### src/rtl/uart_arb_pkg.sv
`default_nettype none
// ============================================================================
// Module   : uart_arb_pkg
// Purpose  : Shared types and constants for the UART transmit arbiter.
//            - arb_state_t : arbiter sequencing states
//            - UART_DW     : width of one UART byte
//            - NREQ_MAX    : largest supported requester count
//            - id_w()      : index width needed to address n items
// Revision : 1.0  initial release
// ============================================================================
package uart_arb_pkg;

  localparam int UART_DW  = 8;
  localparam int NREQ_MAX = 8;

  typedef enum logic [2:0] {
    IDLE    = 3'd0,
    LOAD    = 3'd1,
    SEND    = 3'd2,
    WAIT_HI = 3'd3,
    WAIT_LO = 3'd4
  } arb_state_t;

  // Width of an index able to address n items (at least 1 bit).
  function automatic int id_w(input int n);
    return (n <= 2) ? 1 : $clog2(n);
  endfunction

endpackage
`default_nettype wire

### src/rtl/uart_tx_arbiter_rr_pick.sv
`default_nettype none
// ============================================================================
// Module   : rr_pick
// Purpose  : Combinational round-robin selector. Returns the first asserted
//            bit of 'valid' found at or after 'ptr', wrapping NREQ-1 -> 0.
// Ports    : valid  [NREQ]  request vector
//            ptr    [IW]    highest-priority index this round
//            winner [IW]    selected index (0 when none valid)
//            any    [1]     at least one request is valid
// Revision : 1.0  initial release
// ============================================================================
module rr_pick #(
  parameter int NREQ = 4,
  parameter int IW   = 2
) (
  input  logic [NREQ-1:0] valid,
  input  logic [IW-1:0]   ptr,
  output logic [IW-1:0]   winner,
  output logic            any
);

  // Scan from farthest to nearest rotation offset so the nearest valid
  // requester is the one left in 'winner'.
  always_comb begin
    winner = '0;
    any    = 1'b0;
    for (int k = NREQ - 1; k >= 0; k--) begin
      if (valid[(int'(ptr) + k) % NREQ]) begin
        winner = IW'((int'(ptr) + k) % NREQ);
        any    = 1'b1;
      end
    end
  end

endmodule
`default_nettype wire

### src/rtl/uart_tx_arbiter.sv
`default_nettype none
// ============================================================================
// Module   : uart_tx_arbiter
// Purpose  : Shares one UART transmitter (data_in/send/busy) among NREQ byte
//            sources. Round-robin grant with a packet lock: the owner keeps the
//            transmitter until its byte tagged 'last' has been shifted out.
//            Each byte gets a one-cycle send pulse, then the busy rise and fall
//            are awaited before the next byte is offered.
// Ports    : clk, rst_n            clock, async active-low reset
//            req_valid/data/last   per-requester byte offer (data at [8*i +: 8])
//            req_ready             one-hot accept to the current owner
//            tx_data, tx_send      to transmitter data_in / send
//            tx_busy               from transmitter busy
//            grant_id, active      current/last owner and packet-lock flag
//            timeout_err           one-cycle pulse on lock release by timeout
// Options  : UART_ARB_TIMEOUT_EN   releases a lock whose owner stalls in LOAD
//                                  for TIMEOUT_CYC cycles
// Revision : 1.0  initial release
// ============================================================================
module uart_tx_arbiter
  import uart_arb_pkg::*;
#(
  parameter int NREQ        = 4,
  parameter int BUSY_WAIT   = 4,
  parameter int TIMEOUT_CYC = 100000
) (
  input  logic                    clk,
  input  logic                    rst_n,
  input  logic [NREQ-1:0]         req_valid,
  input  logic [NREQ*UART_DW-1:0] req_data,
  input  logic [NREQ-1:0]         req_last,
  output logic [NREQ-1:0]         req_ready,
  output logic [UART_DW-1:0]      tx_data,
  output logic                    tx_send,
  input  logic                    tx_busy,
  output logic [$clog2(NREQ)-1:0] grant_id,
  output logic                    active,
  output logic                    timeout_err
);

  localparam int IW = id_w(NREQ);
  localparam int BW = id_w(BUSY_WAIT);

  arb_state_t         state_q, state_d;
  logic [IW-1:0]      grant_q, grant_d;
  logic [IW-1:0]      ptr_q, ptr_d;
  logic               active_q, active_d;
  logic [UART_DW-1:0] tx_data_q, tx_data_d;
  logic               last_q, last_d;
  logic [BW-1:0]      wait_cnt_q, wait_cnt_d;

  logic [IW-1:0]      pick_id;
  logic               pick_any;
  logic               owner_valid;
  logic [IW-1:0]      next_ptr;

`ifdef UART_ARB_TIMEOUT_EN
  localparam int TW = id_w(TIMEOUT_CYC);
  logic [TW-1:0] to_cnt_q, to_cnt_d;
  logic          timeout_err_q, timeout_err_d;
`endif

  rr_pick #(
    .NREQ (NREQ),
    .IW   (IW)
  ) u_pick (
    .valid  (req_valid),
    .ptr    (ptr_q),
    .winner (pick_id),
    .any    (pick_any)
  );

  assign owner_valid = req_valid[grant_q];
  // After a packet the owner drops to lowest priority.
  assign next_ptr    = (grant_q == IW'(NREQ - 1)) ? '0 : grant_q + 1'b1;

  always_comb begin
    state_d    = state_q;
    grant_d    = grant_q;
    ptr_d      = ptr_q;
    active_d   = active_q;
    tx_data_d  = tx_data_q;
    last_d     = last_q;
    wait_cnt_d = wait_cnt_q;
    req_ready  = '0;
    tx_send    = 1'b0;
`ifdef UART_ARB_TIMEOUT_EN
    to_cnt_d      = '0;
    timeout_err_d = 1'b0;
`endif
    case (state_q)
      IDLE: begin
        if (pick_any) begin
          grant_d  = pick_id;
          active_d = 1'b1;
          state_d  = LOAD;
        end
      end
      LOAD: begin
        // A foreign frame may still be shifting; hold off until it finishes.
        if (owner_valid && !tx_busy) begin
          req_ready[grant_q] = 1'b1;
          tx_data_d          = req_data[int'(grant_q)*UART_DW +: UART_DW];
          last_d             = req_last[grant_q];
          state_d            = SEND;
        end
`ifdef UART_ARB_TIMEOUT_EN
        else if (!owner_valid) begin
          if (to_cnt_q == TW'(TIMEOUT_CYC - 1)) begin
            active_d      = 1'b0;
            ptr_d         = next_ptr;
            timeout_err_d = 1'b1;
            state_d       = IDLE;
          end else begin
            to_cnt_d = to_cnt_q + 1'b1;
          end
        end else begin
          to_cnt_d = to_cnt_q;
        end
`endif
      end
      SEND: begin
        tx_send    = 1'b1;
        wait_cnt_d = '0;
        state_d    = WAIT_HI;
      end
      WAIT_HI: begin
        // A transmitter that never raises busy must not hang the arbiter.
        if (tx_busy || (wait_cnt_q == BW'(BUSY_WAIT - 1))) begin
          state_d = WAIT_LO;
        end else begin
          wait_cnt_d = wait_cnt_q + 1'b1;
        end
      end
      WAIT_LO: begin
        if (!tx_busy) begin
          if (last_q) begin
            active_d = 1'b0;
            ptr_d    = next_ptr;
            state_d  = IDLE;
          end else begin
            state_d = LOAD;
          end
        end
      end
      default: state_d = IDLE;
    endcase
  end

  always_ff @(posedge clk or negedge rst_n) begin
    if (!rst_n) begin
      state_q    <= IDLE;
      grant_q    <= '0;
      ptr_q      <= '0;
      active_q   <= 1'b0;
      tx_data_q  <= '0;
      last_q     <= 1'b0;
      wait_cnt_q <= '0;
    end else begin
      state_q    <= state_d;
      grant_q    <= grant_d;
      ptr_q      <= ptr_d;
      active_q   <= active_d;
      tx_data_q  <= tx_data_d;
      last_q     <= last_d;
      wait_cnt_q <= wait_cnt_d;
    end
  end

`ifdef UART_ARB_TIMEOUT_EN
  always_ff @(posedge clk or negedge rst_n) begin
    if (!rst_n) begin
      to_cnt_q      <= '0;
      timeout_err_q <= 1'b0;
    end else begin
      to_cnt_q      <= to_cnt_d;
      timeout_err_q <= timeout_err_d;
    end
  end
  assign timeout_err = timeout_err_q;
`else
  // No timeout in this build: the lock persists; evaluates to 0 for every
  // legal TIMEOUT_CYC.
  assign timeout_err = (TIMEOUT_CYC < 0);
`endif

  assign tx_data  = tx_data_q;
  assign grant_id = grant_q;
  assign active   = active_q;

endmodule
`default_nettype wire

### config.mk
export PLATFORM = sky130hd
export DESIGN_NAME = uart_tx_arbiter
export DESIGN_NICKNAME = d
export VERILOG_FILES = /design/src/rtl/uart_arb_pkg.sv /design/src/rtl/uart_tx_arbiter_rr_pick.sv /design/src/rtl/uart_tx_arbiter.sv
export SDC_FILE = /design/constraint.sdc
export NUM_CORES = 1
export LEC_CHECK = 0
export CAP_MARGIN = 0
export CORE_MARGIN = 4
export CORE_UTILIZATION = 45
export CTS_CLUSTER_DIAMETER = 50
export DETAILED_ROUTE_END_ITERATION = 8
export PLACE_DENSITY = 0.88
export SKIP_CTS_REPAIR_TIMING = 1
export SLEW_MARGIN = 20
export SYNTH_ARGS = -nofsm -noshare
export SYNTH_HDL_FRONTEND = slang
export SYNTH_SLANG_ARGS = --single-unit
### constraint.sdc
create_clock -name clk -period 3.8 [get_ports clk]
set_input_delay 0.76 -clock clk [delete_from_list [all_inputs] [get_ports clk]]
set_output_delay 0.76 -clock clk [all_outputs]
set_load 0.01 [all_outputs]
-- After elaboration in Yosys (flattened, before gate mapping)
Index checks and enable logic that the tools add are counted.
- add/subtract/negate cells: 5
- order comparisons: 6
- equality and inequality tests: 12
- shift operators: 1
- mux-type cells: 41
- bitwise operators: 4
- reduce and logical (&&, ||, !) cells: 16
- operators by type and width (cell ; count):
    $shiftx A32 B6 Y8 ; 1
    $mux W1 ; 19
    $pmux W3 S5 ; 1
    $bmux W1 S2 ; 6
    $lt A3 B4 Y1 const B ; 3
    $mux W2 ; 6
    $mux W3 ; 4
    $ne A2 B2 Y1 const B ; 6
    $mux W4 ; 2
    $reduce_and A4 Y1 ; 2
    $add A2 B1 Y2 const B ; 3
    $eq A3 B2 Y1 const B ; 2
    $lt A2 B3 Y1 const B ; 2
    $reduce_and A2 Y1 ; 3
    $reduce_or A2 Y1 ; 3
    $add A2 B2 Y2 const B ; 2
    $eq A2 B2 Y1 const B ; 2
    $pmux W2 S2 ; 1
    $reduce_bool A2 Y1 ; 2
    $and A1 B1 Y1 const A ; 3
    $eq A3 B1 Y1 const B ; 1
    $eq A3 B3 Y1 const B ; 1
    $logic_not A3 Y1 ; 1
    $reduce_and A3 Y1 ; 1
    other kinds (7) ; 8
- bits in registers: 19
- input bits: 43
- output and inout bits: 17
- logic and storage cells: 92

-- Logic depth before layout (Yosys ltp)
- depth after elaboration: 12
- mapped depth: 5
- depth with buffers taken out: 4

-- Cells and area by module
A second synthesis with hierarchy kept.
- cell total of the unflattened synthesis: 112
- area, all modules: 1292.5 um^2
- modules (own cells, without submodules) (module ; instances ; cells an instance ; area each (um^2)):
    uart_tx_arbiter ; 1 ; 99 ; 1214.9
    rr_pick ; 1 ; 13 ; 77.6

-- Worst setup path before layout
OpenSTA, ideal clock, no wires.
- path kind: in2out
- start point: input req_valid[3]
- end point: output req_ready[0]
- arrival time: 1.714 ns
- required time: 3.040 ns
- setup slack: 1.326 ns
- stages: 5
- buffers on the path: 2
- cells stage by stage: clkbuf_1 mux4_2 nand2b_4 buf_6 nor2_1
- longest elaborated chain between the ends: 5
- ends and longest elaborated chain (element ; RTL line ; text):
    from (decl) ; uart_tx_arbiter.sv:29 ; input logic [NREQ-1:0] req_valid,
    $bmux W1 S2 ; uart_tx_arbiter.sv:73 ; assign owner_valid = req_valid[grant_q];
    $mux W1 (not written as such) ; uart_tx_arbiter.sv:73 ;
    $logic_and A1 B1 Y1 ; uart_tx_arbiter.sv:101 ; if (owner_valid && !tx_busy) begin
    $mux W4 ; uart_tx_arbiter.sv:101 ;
    $mux W4 ; uart_tx_arbiter.sv:91 ; case (state_q)
    to (decl) ; uart_tx_arbiter.sv:32 ; output logic [NREQ-1:0] req_ready,
Every way passes these cells. The select of a mux whose other input is x is not followed.

-- Worst setup path after layout
- start point: input tx_busy
- end point: output req_ready[2]
- longest elaborated chain between the ends: 4
- ends and longest elaborated chain (element ; RTL line ; text):
    from (decl) ; uart_tx_arbiter.sv:35 ; input logic tx_busy,
    $logic_not A1 Y1 ; -- ;
    $logic_and A1 B1 Y1 ; uart_tx_arbiter.sv:101 ;
    $mux W4 ; uart_tx_arbiter.sv:101 ;
    $mux W4 ; uart_tx_arbiter.sv:91 ;
Every way passes these cells.

==> qor.yml <==
status:
  status: "finished, final reports clean"
pwr:
  irDropWorstVdd_v: 0.000256
  leakage_nw: 0.808
  p_per_area_mw_per_mm2: 558
  power.total_mw: 1.11
critical_path:
  critical_path_class: "in -> out"
  critPathRequiredTime_ns: 3.04
  worstSetupStartpointType: "primary input"
  worstPathArrival_ns: 2.75
  endpoint_kind: "primary output"
  r2r_slack_ns: 1.91
  cp_max_fo: 14
yosys:
  synthFlopType: "dfrtp_1"
  syn_nets: 198
  syn_inst: 150
  yosysSeqAreaShare_pct: 34.3
  synthesis.area_mm2: 0.00139
  async_reset_ff_share_pct: 100
  synth_cell_types: 45
  synth-seq-cells: 19
  synth_edf_count: 0
  yosys_warnings: 0
  avgSynthCellArea_um2: 9.25
clock_tree:
  clkSinkCount: 19
  clk-insertion-delay-late_ns: 0.31
  cts_buffer_depth: 2
  cts_tree: "yes"
  cts_root_buf: "clkbuf_4"
  clk_pin_slew_worst_paths_ns: 0.11
  h-tree-depth: 1
  cts_made_buffers: 3
route:
  wire_per_inst_um: 18.2
  drtAntennaViolNets: 0
  drtPass1Iterations: 4
  drtIter0Drc: 64
  drc_errors: 0
  via_per_inst: 6.22
  totalWireLength_um: 4240
  via_count: 1450
timing:
  skew_ns: 0.00177
  fin_hold_ws_ns: 0.531
  tns_ns: 0
  fmax_ghz: 0.285
  fin_ws_ns: 0.286
  slew-limit-headroom_pct: 40.7
  hold_viol: 0
  period_share_pct: 92.5
  rsz0062_at_grt: "no"
  slew_viol_final: 0
  finalSetupViolations: 0
  worst_pin_slew_ns: 0.887
  finalCriticalPeriod_ns: 3.51
global_route:
  grt_pass1_vias: 1441
  grt_max_degree: 29
  track_usage_pct: 21.6
  grt_pass1_wl_um: 6940
  grt_overflow_total: 0
  antenna_found_initial: 0
floorplanning:
  die_y_um: 63.5
  die_area_mm2: 0.00404
  num_io_pins: 60
  start_util_pct: 48.6
  dieWidth_um: 63.5
  coreArea_mm2: 0.00285
  fp-row-count: 19
cells_and_area:
  layout_common_cells: "58 x clkdlybuf4s50_1, 19 x dfrtp_1, 11 x nor2_1, 10 x a22o_1, 10 x nand3_1"
  multi_input_area_um2: 811
  num-fill-cells: 247
  postLayoutCellArea_mm2: 0.00200
  antennaDiodeCount: 0
  area_growth_pct: 43.9
  final_common_cell: "clkdlybuf4s50_1"
  layout-drive-gt1-share_pct: 7.43
  instances_no_fill: 233
  seq_area_um2: 475
  nets: 251
  utilization_pct: 70.0
placement:
  place_area_mm2: 0.00197
  place_inst: 229
  port_buffers: 58
  hpwl_um: 3290
  place_congestion: 0.826
  preCtsSetupSlack_ns: 0.320
hold_path:
  hp-class: "reg -> reg"
job:
  drv_cap: 0
## flip-flops by register name (all words and copies together) (netlist names)
register	flops
active	1
grant_id	2
last_q	1
ptr_q	2
state_q	3
tx_data	8
wait_cnt_q	2
## synth_stat cells (2+ instances only)
| library cell | n | share of area, % |
|---|---|---|
| dfrtp_1 | 19 | 34 |
| nor2_1 | 11 | 3.0 |
| a22o_1 | 10 | 6.3 |
| nand3_1 | 10 | 3.6 |
| a211oi_1 | 9 | 4.9 |
| a221o_1 | 9 | 6.5 |
| inv_1 | 9 | 2.4 |
| nand3b_1 | 9 | 4.9 |
| o21ai_0 | 8 | 2.9 |
| clkbuf_1 | 6 | 1.6 |
| ha_1 | 5 | 4.5 |
| nand2b_1 | 4 | 1.8 |
| buf_1 | 3 | 0.81 |
| buf_2 | 3 | 1.1 |
| a211o_1 | 2 | 1.3 |
| and3b_1 | 2 | 1.3 |
| mux2_2 | 2 | 1.6 |
| nor2b_1 | 2 | 0.90 |
## cell families (layout without fill, tap and decap cells)
logic type      count (synthesis)  count (layout)  share of synthesized area [%]
fa+ha+maj                       5               5                           4.51
flops                          19              19                           34.3
compound gates                 48              48                           27.6
mux                             4               4                           3.97
other cells                     1               1                          0.270
simple gates                   50              50                           22.1
buf+inv                        23              75                           7.30
## routing by layer
layer	track usage, %	share of wire [%]	vias to the layer above
li1	-	-	673
met1	25.2	37	717
met2	38.2	56	50
met3	4.26	4.1	10
met4	9.16	2.9	0
met5	0	0	-
## critical path, stage by stage
cell and delay, ns:
clkdlybuf4s50_1 0.51, or4b_1 0.54, nand2b_4 0.24, nor2_1 0.14
clkdlybuf4s50_1 0.57
## report_power, final
part           leakage, nW  internal (mW)  switching (mW)
clock               0.0177         0.0394          0.0678
sequential           0.237          0.288           0.111
combinational        0.553          0.338           0.270
total                0.808          0.665           0.449
## final cells by class
type                       instances  area share [%]
timing repair buffer              62            30.6
inverter                           9            1.69
multi-input combinational        108            40.6
sequential                        19            23.8
tap                               31            1.94
clock buffer                       3            1.13
clock inverter                     1           0.251
## final timing paths
check / startpoint / cells past startpoint / to
worst min-delay path: tx_data[7] / 1 / tx_data[7]
min in group asynchronous: rst_n / 1 / state_q[1]
max in group asynchronous: rst_n / 1 / tx_data[5]
worst min register to register: tx_data[7] / 1 / tx_data[7]
worst max-delay path: tx_busy / 5 / req_ready[2]
worst max register to register: state_q[2] / 4 / tx_data[5]
No activity file was read; power rests on OpenSTA's default activity.
